File: src/rtl/types_pkg.sv
// -----------------------------------------------------------------------------
// types_pkg
//   Shared types and encodings for the data-memory port.
//   - lsq         : one store-queue entry as committed to data memory
//                   (byte address, store data, word/halfword select).
//   - LOAD_OPCODE : RISC-V LOAD major opcode driven toward the memory.
//   - FUNCT3_*    : load width encodings understood by the data memory.
// -----------------------------------------------------------------------------
package types_pkg;

    localparam logic [6:0] LOAD_OPCODE = 7'b0000011;
    localparam logic [2:0] FUNCT3_LBU  = 3'b100;
    localparam logic [2:0] FUNCT3_LW   = 3'b010;

    // sw_sh_signal: 1 = full word store, 0 = halfword store
    typedef struct packed {
        logic [31:0] addr;
        logic [31:0] ps2_data;
        logic        sw_sh_signal;
    } lsq;

endpackage

File: src/rtl/load_tag_pipe.sv
// -----------------------------------------------------------------------------
// load_tag_pipe
//   Two-stage shadow of the fixed-latency data memory. Each stage carries
//   (valid, live, tag) for a load issued one and two cycles ago.
//   "valid" mirrors what the memory will return and is never killed, so the
//   protocol check stays exact across a flush; "live" says whether the
//   response is still wanted on the CDB.
//
//   Ports
//     clk, reset : clock, synchronous active-high reset
//     push       : a load was issued this cycle
//     tag        : destination tag of the issued load
//     kill       : drop the live bit of every in-flight load at the next edge
//     s1_valid   : a load occupies stage 1
//     s2_valid   : a load occupies stage 2 (memory data due this cycle)
//     s2_live    : the stage 2 load has not been flushed
//     s2_tag     : destination tag of the stage 2 load
// -----------------------------------------------------------------------------
module load_tag_pipe
    import types_pkg::*;
#(
    parameter int TAG_W = 7
) (
    input  logic             clk,
    input  logic             reset,
    input  logic             push,
    input  logic [TAG_W-1:0] tag,
    input  logic             kill,
    output logic             s1_valid,
    output logic             s2_valid,
    output logic             s2_live,
    output logic [TAG_W-1:0] s2_tag
);

    logic             s1_valid_q, s1_valid_d;
    logic             s1_live_q,  s1_live_d;
    logic [TAG_W-1:0] s1_tag_q,   s1_tag_d;
    logic             s2_valid_q, s2_valid_d;
    logic             s2_live_q,  s2_live_d;
    logic [TAG_W-1:0] s2_tag_q,   s2_tag_d;

    always_comb begin
        s1_valid_d = push;
        s1_live_d  = push && !kill;
        s1_tag_d   = tag;

        s2_valid_d = s1_valid_q;
        s2_live_d  = s1_live_q && !kill;
        s2_tag_d   = s1_tag_q;
    end

    always_ff @(posedge clk) begin
        if (reset) begin
            s1_valid_q <= 1'b0;
            s1_live_q  <= 1'b0;
            s1_tag_q   <= '0;
            s2_valid_q <= 1'b0;
            s2_live_q  <= 1'b0;
            s2_tag_q   <= '0;
        end else begin
            s1_valid_q <= s1_valid_d;
            s1_live_q  <= s1_live_d;
            s1_tag_q   <= s1_tag_d;
            s2_valid_q <= s2_valid_d;
            s2_live_q  <= s2_live_d;
            s2_tag_q   <= s2_tag_d;
        end
    end

    assign s1_valid = s1_valid_q;
    assign s2_valid = s2_valid_q;
    assign s2_live  = s2_live_q;
    assign s2_tag   = s2_tag_q;

endmodule

File: src/rtl/dmem_port_arbiter.sv
// -----------------------------------------------------------------------------
// dmem_port_arbiter
//   Shares one data-memory port between loads from the memory FU and store
//   commits from the LSQ head. Stores win by default; a load that has been
//   held off for STARVE_LIMIT cycles takes priority. Loads have a fixed
//   two-cycle memory latency and are tracked by load_tag_pipe so the return
//   data can be tagged for the CDB, or discarded after a flush.
//
//   Ports
//     clk, reset                       : clock, synchronous active-high reset
//     ld_valid/ld_ready                : load request handshake
//     ld_addr/ld_func3/ld_tag          : load address, width, destination tag
//     st_valid/st_ready, st_entry      : store commit handshake and entry
//     flush                            : mispredict recovery
//     mem_issued/mem_addr/mem_opcode/
//     mem_func3                        : load-side memory drive
//     mem_store_wb/mem_lsq             : store-side memory drive
//     mem_data/mem_valid               : memory return
//     rsp_valid/rsp_data/rsp_tag       : load writeback to CDB
//     busy                             : loads in flight
//     proto_err                        : sticky, memory return out of step
// -----------------------------------------------------------------------------
module dmem_port_arbiter
    import types_pkg::*;
#(
    parameter int TAG_W        = 7,
    parameter int STARVE_LIMIT = 4
) (
    input  logic             clk,
    input  logic             reset,
    input  logic             ld_valid,
    output logic             ld_ready,
    input  logic [31:0]      ld_addr,
    input  logic [2:0]       ld_func3,
    input  logic [TAG_W-1:0] ld_tag,
    input  logic             st_valid,
    output logic             st_ready,
    input  lsq               st_entry,
    input  logic             flush,
    output logic             mem_issued,
    output logic [31:0]      mem_addr,
    output logic [6:0]       mem_opcode,
    output logic [2:0]       mem_func3,
    output logic             mem_store_wb,
    output lsq               mem_lsq,
    input  logic [31:0]      mem_data,
    input  logic             mem_valid,
    output logic             rsp_valid,
    output logic [31:0]      rsp_data,
    output logic [TAG_W-1:0] rsp_tag,
    output logic             busy,
    output logic             proto_err
);

    localparam int              CNT_W = (STARVE_LIMIT < 1) ? 1 : $clog2(STARVE_LIMIT + 1);
    localparam logic [CNT_W-1:0] LIMIT = CNT_W'(STARVE_LIMIT);

    logic [CNT_W-1:0] starve_cnt_q, starve_cnt_d;
    logic             proto_err_q,  proto_err_d;
    logic             starve_hit;
    logic             ld_fire;
    logic             st_fire;
    logic             s1_valid;
    logic             s2_valid;
    logic             s2_live;
    logic [TAG_W-1:0] s2_tag;

    // Arbitration. A starved load blocks stores; otherwise stores go first.
    // Flush only gates loads, so the LSQ can keep draining committed stores.
    always_comb begin
        starve_hit = (starve_cnt_q == LIMIT);
        ld_ready   = !flush && (!st_valid || starve_hit);
        st_ready   = !(ld_valid && !flush && starve_hit);
        ld_fire    = ld_valid && ld_ready;
        st_fire    = st_valid && st_ready;
    end

    // Starvation counter: counts consecutive cycles a live load request is
    // held off, and saturates so the load keeps priority until it fires.
    always_comb begin
        starve_cnt_d = starve_cnt_q;
        if (ld_fire || !ld_valid || flush) begin
            starve_cnt_d = '0;
        end else if (starve_cnt_q != LIMIT) begin
            starve_cnt_d = starve_cnt_q + CNT_W'(1);
        end
    end

    // Memory should return data exactly when stage 2 holds a load (flushed
    // or not); any disagreement is latched until reset.
    always_comb begin
        proto_err_d = proto_err_q || (mem_valid != s2_valid);
    end

    always_ff @(posedge clk) begin
        if (reset) begin
            starve_cnt_q <= '0;
            proto_err_q  <= 1'b0;
        end else begin
            starve_cnt_q <= starve_cnt_d;
            proto_err_q  <= proto_err_d;
        end
    end

    load_tag_pipe #(
        .TAG_W (TAG_W)
    ) u_tag_pipe (
        .clk      (clk),
        .reset    (reset),
        .push     (ld_fire),
        .tag      (ld_tag),
        .kill     (flush),
        .s1_valid (s1_valid),
        .s2_valid (s2_valid),
        .s2_live  (s2_live),
        .s2_tag   (s2_tag)
    );

    always_comb begin
        mem_issued   = ld_fire;
        mem_addr     = ld_addr;
        mem_func3    = ld_func3;
        mem_opcode   = ld_fire ? LOAD_OPCODE : 7'b0;
        mem_store_wb = st_fire;
        mem_lsq      = st_entry;

        // Flush acts on the pipe from the next edge, so data returning in
        // the flush cycle itself is still delivered.
        rsp_valid    = mem_valid && s2_valid && s2_live;
        rsp_data     = mem_data;
        rsp_tag      = s2_tag;

        busy         = s1_valid || s2_valid;
        proto_err    = proto_err_q;
    end

endmodule

File: config.mk
export PLATFORM = sky130hd
export DESIGN_NAME = dmem_port_arbiter
export DESIGN_NICKNAME = d
export VERILOG_FILES = /design/src/rtl/types_pkg.sv /design/src/rtl/load_tag_pipe.sv /design/src/rtl/dmem_port_arbiter.sv
export SDC_FILE = /design/constraint.sdc
export NUM_CORES = 1
export LEC_CHECK = 0
export BUFFER_PORTS_ARGS = -buffer_cell sky130_fd_sc_hd__buf_2
export CORE_AREA = 2 2 117 119
export CTS_BUF_LIST = sky130_fd_sc_hd__clkbuf_4 sky130_fd_sc_hd__clkbuf_8 sky130_fd_sc_hd__clkbuf_16
export DETAILED_ROUTE_END_ITERATION = 6
export DIE_AREA = 0 0 119 121
export PLACE_DENSITY = 0.52
export SLEW_MARGIN = 25
export SYNTH_ARGS = -nofsm -noshare
export SYNTH_HDL_FRONTEND = slang
export SYNTH_SLANG_ARGS = --single-unit
File: constraint.sdc
create_clock -name clk -period 2.55 [get_ports clk]
set_input_delay 0.1275 -clock clk [delete_from_list [all_inputs] [get_ports clk]]
set_output_delay 0.1275 -clock clk [all_outputs]
set_load 0.03 [all_outputs]
### Word-level counts from Yosys, hierarchy flattened

Cells that the tools add are included.

* bits in registers: 22
* input bits: 145
* output and inout port bits: 153
* logic and storage cells: 32

* add/subtract/negate cells: 1
* equal/unequal tests: 3
* multiplexer cells: 1
* reduce and logical (&&, ||, !) cells: 19

Operators by type and width (number)
* $logic_and A1 B1 Y1: 9
* $logic_or A1 B1 Y1: 5
* $logic_not A1 Y1: 4
* $add A3 B1 Y3 const B: 1
* $eq A3 B3 Y1 const B: 1
* $ne A3 B3 Y1 const B: 1
* $mux W2: 1
* $reduce_or A2 Y1: 1
* $ne A1 B1 Y1: 1

### Depth between registers and ports, before layout

* depth in word-level cells: 7
* gate-level depth with buffers: 5

### Cells and area by module

From an unflattened synthesis, not the netlist that was laid out.

* cell total of the unflattened synthesis: 204
* area total of the unflattened synthesis: 1803.0 um^2

By module, submodules not included
* dmem_port_arbiter: instances 1, cells each 167, area an instance 1298.7 um^2
* load_tag_pipe: instances 1, cells each 37, area an instance 504.2 um^2

### Worst setup path before layout

OpenSTA, ideal clock, no wires.

* path type: flip-flop to output port
* start point: reg starve_cnt_q[0]
* end point: out mem_opcode[0]
* arrival: 1.475 ns
* required time: 2.423 ns
* setup slack: 0.948 ns
* cell stages (with the launch flop): 6
* path buffers: 1
* cell sequence: dfxtp_1 inv_1 ha_1 a21boi_0 nor2_1 buf_4

* word-level cells in the longest chain between the ends: 5

Ends and longest elaborated chain
* from (decl): RTL line dmem_port_arbiter.sv:58 `logic [CNT_W-1:0] starve_cnt_q, starve_cnt_d;`
* from (signal assigned): RTL line dmem_port_arbiter.sv:100 `starve_cnt_q <= starve_cnt_d;`
* $eq A3 B3 Y1: RTL line dmem_port_arbiter.sv:71 `starve_hit = (starve_cnt_q == LIMIT);`
* $logic_or A1 B1 Y1: RTL line dmem_port_arbiter.sv:72 `ld_ready = !flush && (!st_valid || starve_hit);`
* $logic_and A1 B1 Y1: RTL line dmem_port_arbiter.sv:72
* $logic_and A1 B1 Y1: RTL line dmem_port_arbiter.sv:74 `ld_fire = ld_valid && ld_ready;`
* net mem_issued: RTL line dmem_port_arbiter.sv:40 `output logic mem_issued,`
* $mux W2: RTL line dmem_port_arbiter.sv:123 `mem_opcode = ld_fire ? LOAD_OPCODE : 7'b0;`
* to (decl): RTL line dmem_port_arbiter.sv:42 `output logic [6:0] mem_opcode,`

The timed path passes the listed nets, and every way through them passes these cells.

### Final worst setup path

* start point: reg starve_cnt_q[0]
* end point: out mem_issued

* word-level cells in the longest chain between the ends: 4

Ends and longest elaborated chain (RTL line)
* $eq A3 B3 Y1: dmem_port_arbiter.sv:71
* $logic_or A1 B1 Y1: dmem_port_arbiter.sv:72
* $logic_and A1 B1 Y1: dmem_port_arbiter.sv:72
* $logic_and A1 B1 Y1: dmem_port_arbiter.sv:74
* to (decl): dmem_port_arbiter.sv:40

Every way passes these cells.

==> metrics.txt <==
VDD IR max=roughly 0.22 mV; sequential share of the synthesized area=0.247; CP Launch Type=flop; largest net degree at the start of global routing=23; minimum clock period=1.77 ns; Final ANT Viol Nets=0; Post-Synthesis Cell Area=0.00178 mm2; CTS Hold Bufs=0; Int Pwr=between 600 and 700 uW; most common cell after layout, fill and taps aside=buf_2; die area=0.0144 mm2; most frequent cells in the layout=buf_2, dfxtp_1, nor2b_1; CTS tree=done; total power=785 uW; Sink Count=22; num ports=298; crit end category=primary output; final worst slack=0.778 ns; Tcrit/Tclk final=0.695; worst hold path class=in -> reg; setup TNS=0 ns; CTS root buffer=clkbuf_16; Die Y=121 um; post-CTS sizing=0; nets=roughly 250; NetSw=around 160 uW; routability cong.=0.674; Clk pwr share=0.445; Routed WL per cell=14.6 um; max-cap viol count=0; crit path DAT=~1.6 ns; Mapped Cells=202; vias in the first global route=691; final core occ=0.0911; synthesis-to-layout area growth=-33.0%; synth warn=0; clk slew on worst S/H paths=0.05 ns; wirelength, routed=between 3000 and 4000 um; Initial Utilization=0.136; Cell variety after synth=21; power share of the combinational group=0.096; Area contributors post-synth=buf_4, dfxtp_1, nor2b_1; postcts setup bufs=0; required time of the critical path=2.42 ns; leakage=between 0.0004 and 0.0005 uW; Setup Skew=~0.00043 ns; final hold vios=0; Avg Vias per Cell=2.47; Critical Path Start=starve_cnt_q[0]; grt ovf=0; DR vias=674; initial antenna violation count=0; chip width=119 um; Max Buffers Root-to-Sink=2; share of cells above drive strength 1=0.381; H-tree levels=1; Reg-to-Reg Start=starve_cnt_q[0]; Core Rows=42; # port buffers=28; initial DRC count=56; first-pass GRT wire length=5200 um; HPWL after DPL=about 3500 um; FMAX=564 MHz; Net Sw Frac=0.209; pre-CTS setup slack=roughly 1.0 ns; Power Density=658 mW/mm2; critical path peak fanout=4; Remaining DRCs=0; syn avg cell area=8.81 um2; DRT Pass-1 Iters=2; clk_lat worst skew=0.25 ns; Synth top area share=0.586; Crit Path Class=reg -> out; total track usage=0.0519; Synth Register Bits=22; Core Area=0.0131 mm2; n_diodes=0; Final Max Slew Viols=0; largest area contributor in the netlist=buf_4; hold path start=flush; sequential power share=0.459; Setup Viol. Count Final=0; CTS buffer count=3; RSZ-0062 raised after global routing=false; status=finished clean
==> sequential cells by signal, summed over array words and instances, names as in the netlist <==
name / count
u_tag_pipe.s2_live: 1
u_tag_pipe.s2_valid: 1
u_tag_pipe.s2_tag: 7
starve_cnt_q: 3
proto_err: 1
u_tag_pipe.s1_valid: 1
u_tag_pipe.s1_tag_q: 7
u_tag_pipe.s1_live_q: 1
==> power by group through the flow <==
stage,sequential (uW),clock (uW),combinational (uW)
2_1_floorplan,379,0,436
3_3_place_gp,368,0,75.2
3_5_place_dp,368,0,75.9
4_1_cts,360,359,76.1
5_1_grt,362,372,81.5
6_report,360,349,75.1
==> cell usage after synthesis <==
master	instances
conb_1	1
a21boi_0	1
nor2_1	4
a21bo_4	1
nor4b_2	1
nand4b_1	1
nor3_1	2
inv_1	2
nor3b_1	1
buf_4	139
or2_2	1
nor4_2	2
dfxtp_1	22
and2b_1	5
ha_1	3
clkbuf_1	1
xnor2_1	1
nand2b_1	1
and2_1	2
nor2b_1	10
buf_2	1
==> routing by layer <==
layer	vias up	part of all wire	global-route usage
met5	-	0	0
met1	253	0.17	0.0240
met2	129	0.46	0.0812
li1	263	-	-
met4	0	0.063	0.0424
met3	29	0.31	0.0719
==> area by class of cell <==
cell class              instances  area, um2
fillers                      1500      11900
flip-flops and latches         22        440
multi-input cells              41        295
well taps                     176        220
repair buffers                 28        140
clock buffers                   4       88.8
inverters                       2       7.51
==> final timing paths <==
kind,end,slack (ns),cells after the start
setup / recovery,mem_issued,0.78,5
hold / removal,u_tag_pipe.s2_live,0.08,2
hold reg to reg,u_tag_pipe.s2_tag[6],0.43,1
setup reg to reg,u_tag_pipe.s1_live_q,1.28,4
==> per-stage QoR <==
step	instance area, um2	std cells	hold slack (ns)
2_1_floorplan	1800	206	0.199
3_3_place_gp	1100	269	0.255
3_5_place_dp	1100	269	0.255
4_1_cts	1190	273	0.0781
5_1_grt	1190	273	0.0884
6_report	1190	273	0.0808
==> critical path, cell delays in order, from the launching register on <==
cell and delay, ns:
dfxtp_1 0.37, inv_1 0.06, ha_1 0.23, a21boi_0 0.39
nor2_1 0.14, buf_2 0.20
==> kinds of logic after synthesis <==
logic type	after synthesis	share of synthesized area
fa+ha+maj	3	0.0211
simple gates	30	0.116
flops	22	0.247
buf+inv	143	0.595
compound gates	2	0.0134
other cells	1	0.00211
xor+xnor	1	0.00492
Power figures use the tool's default switching activity.
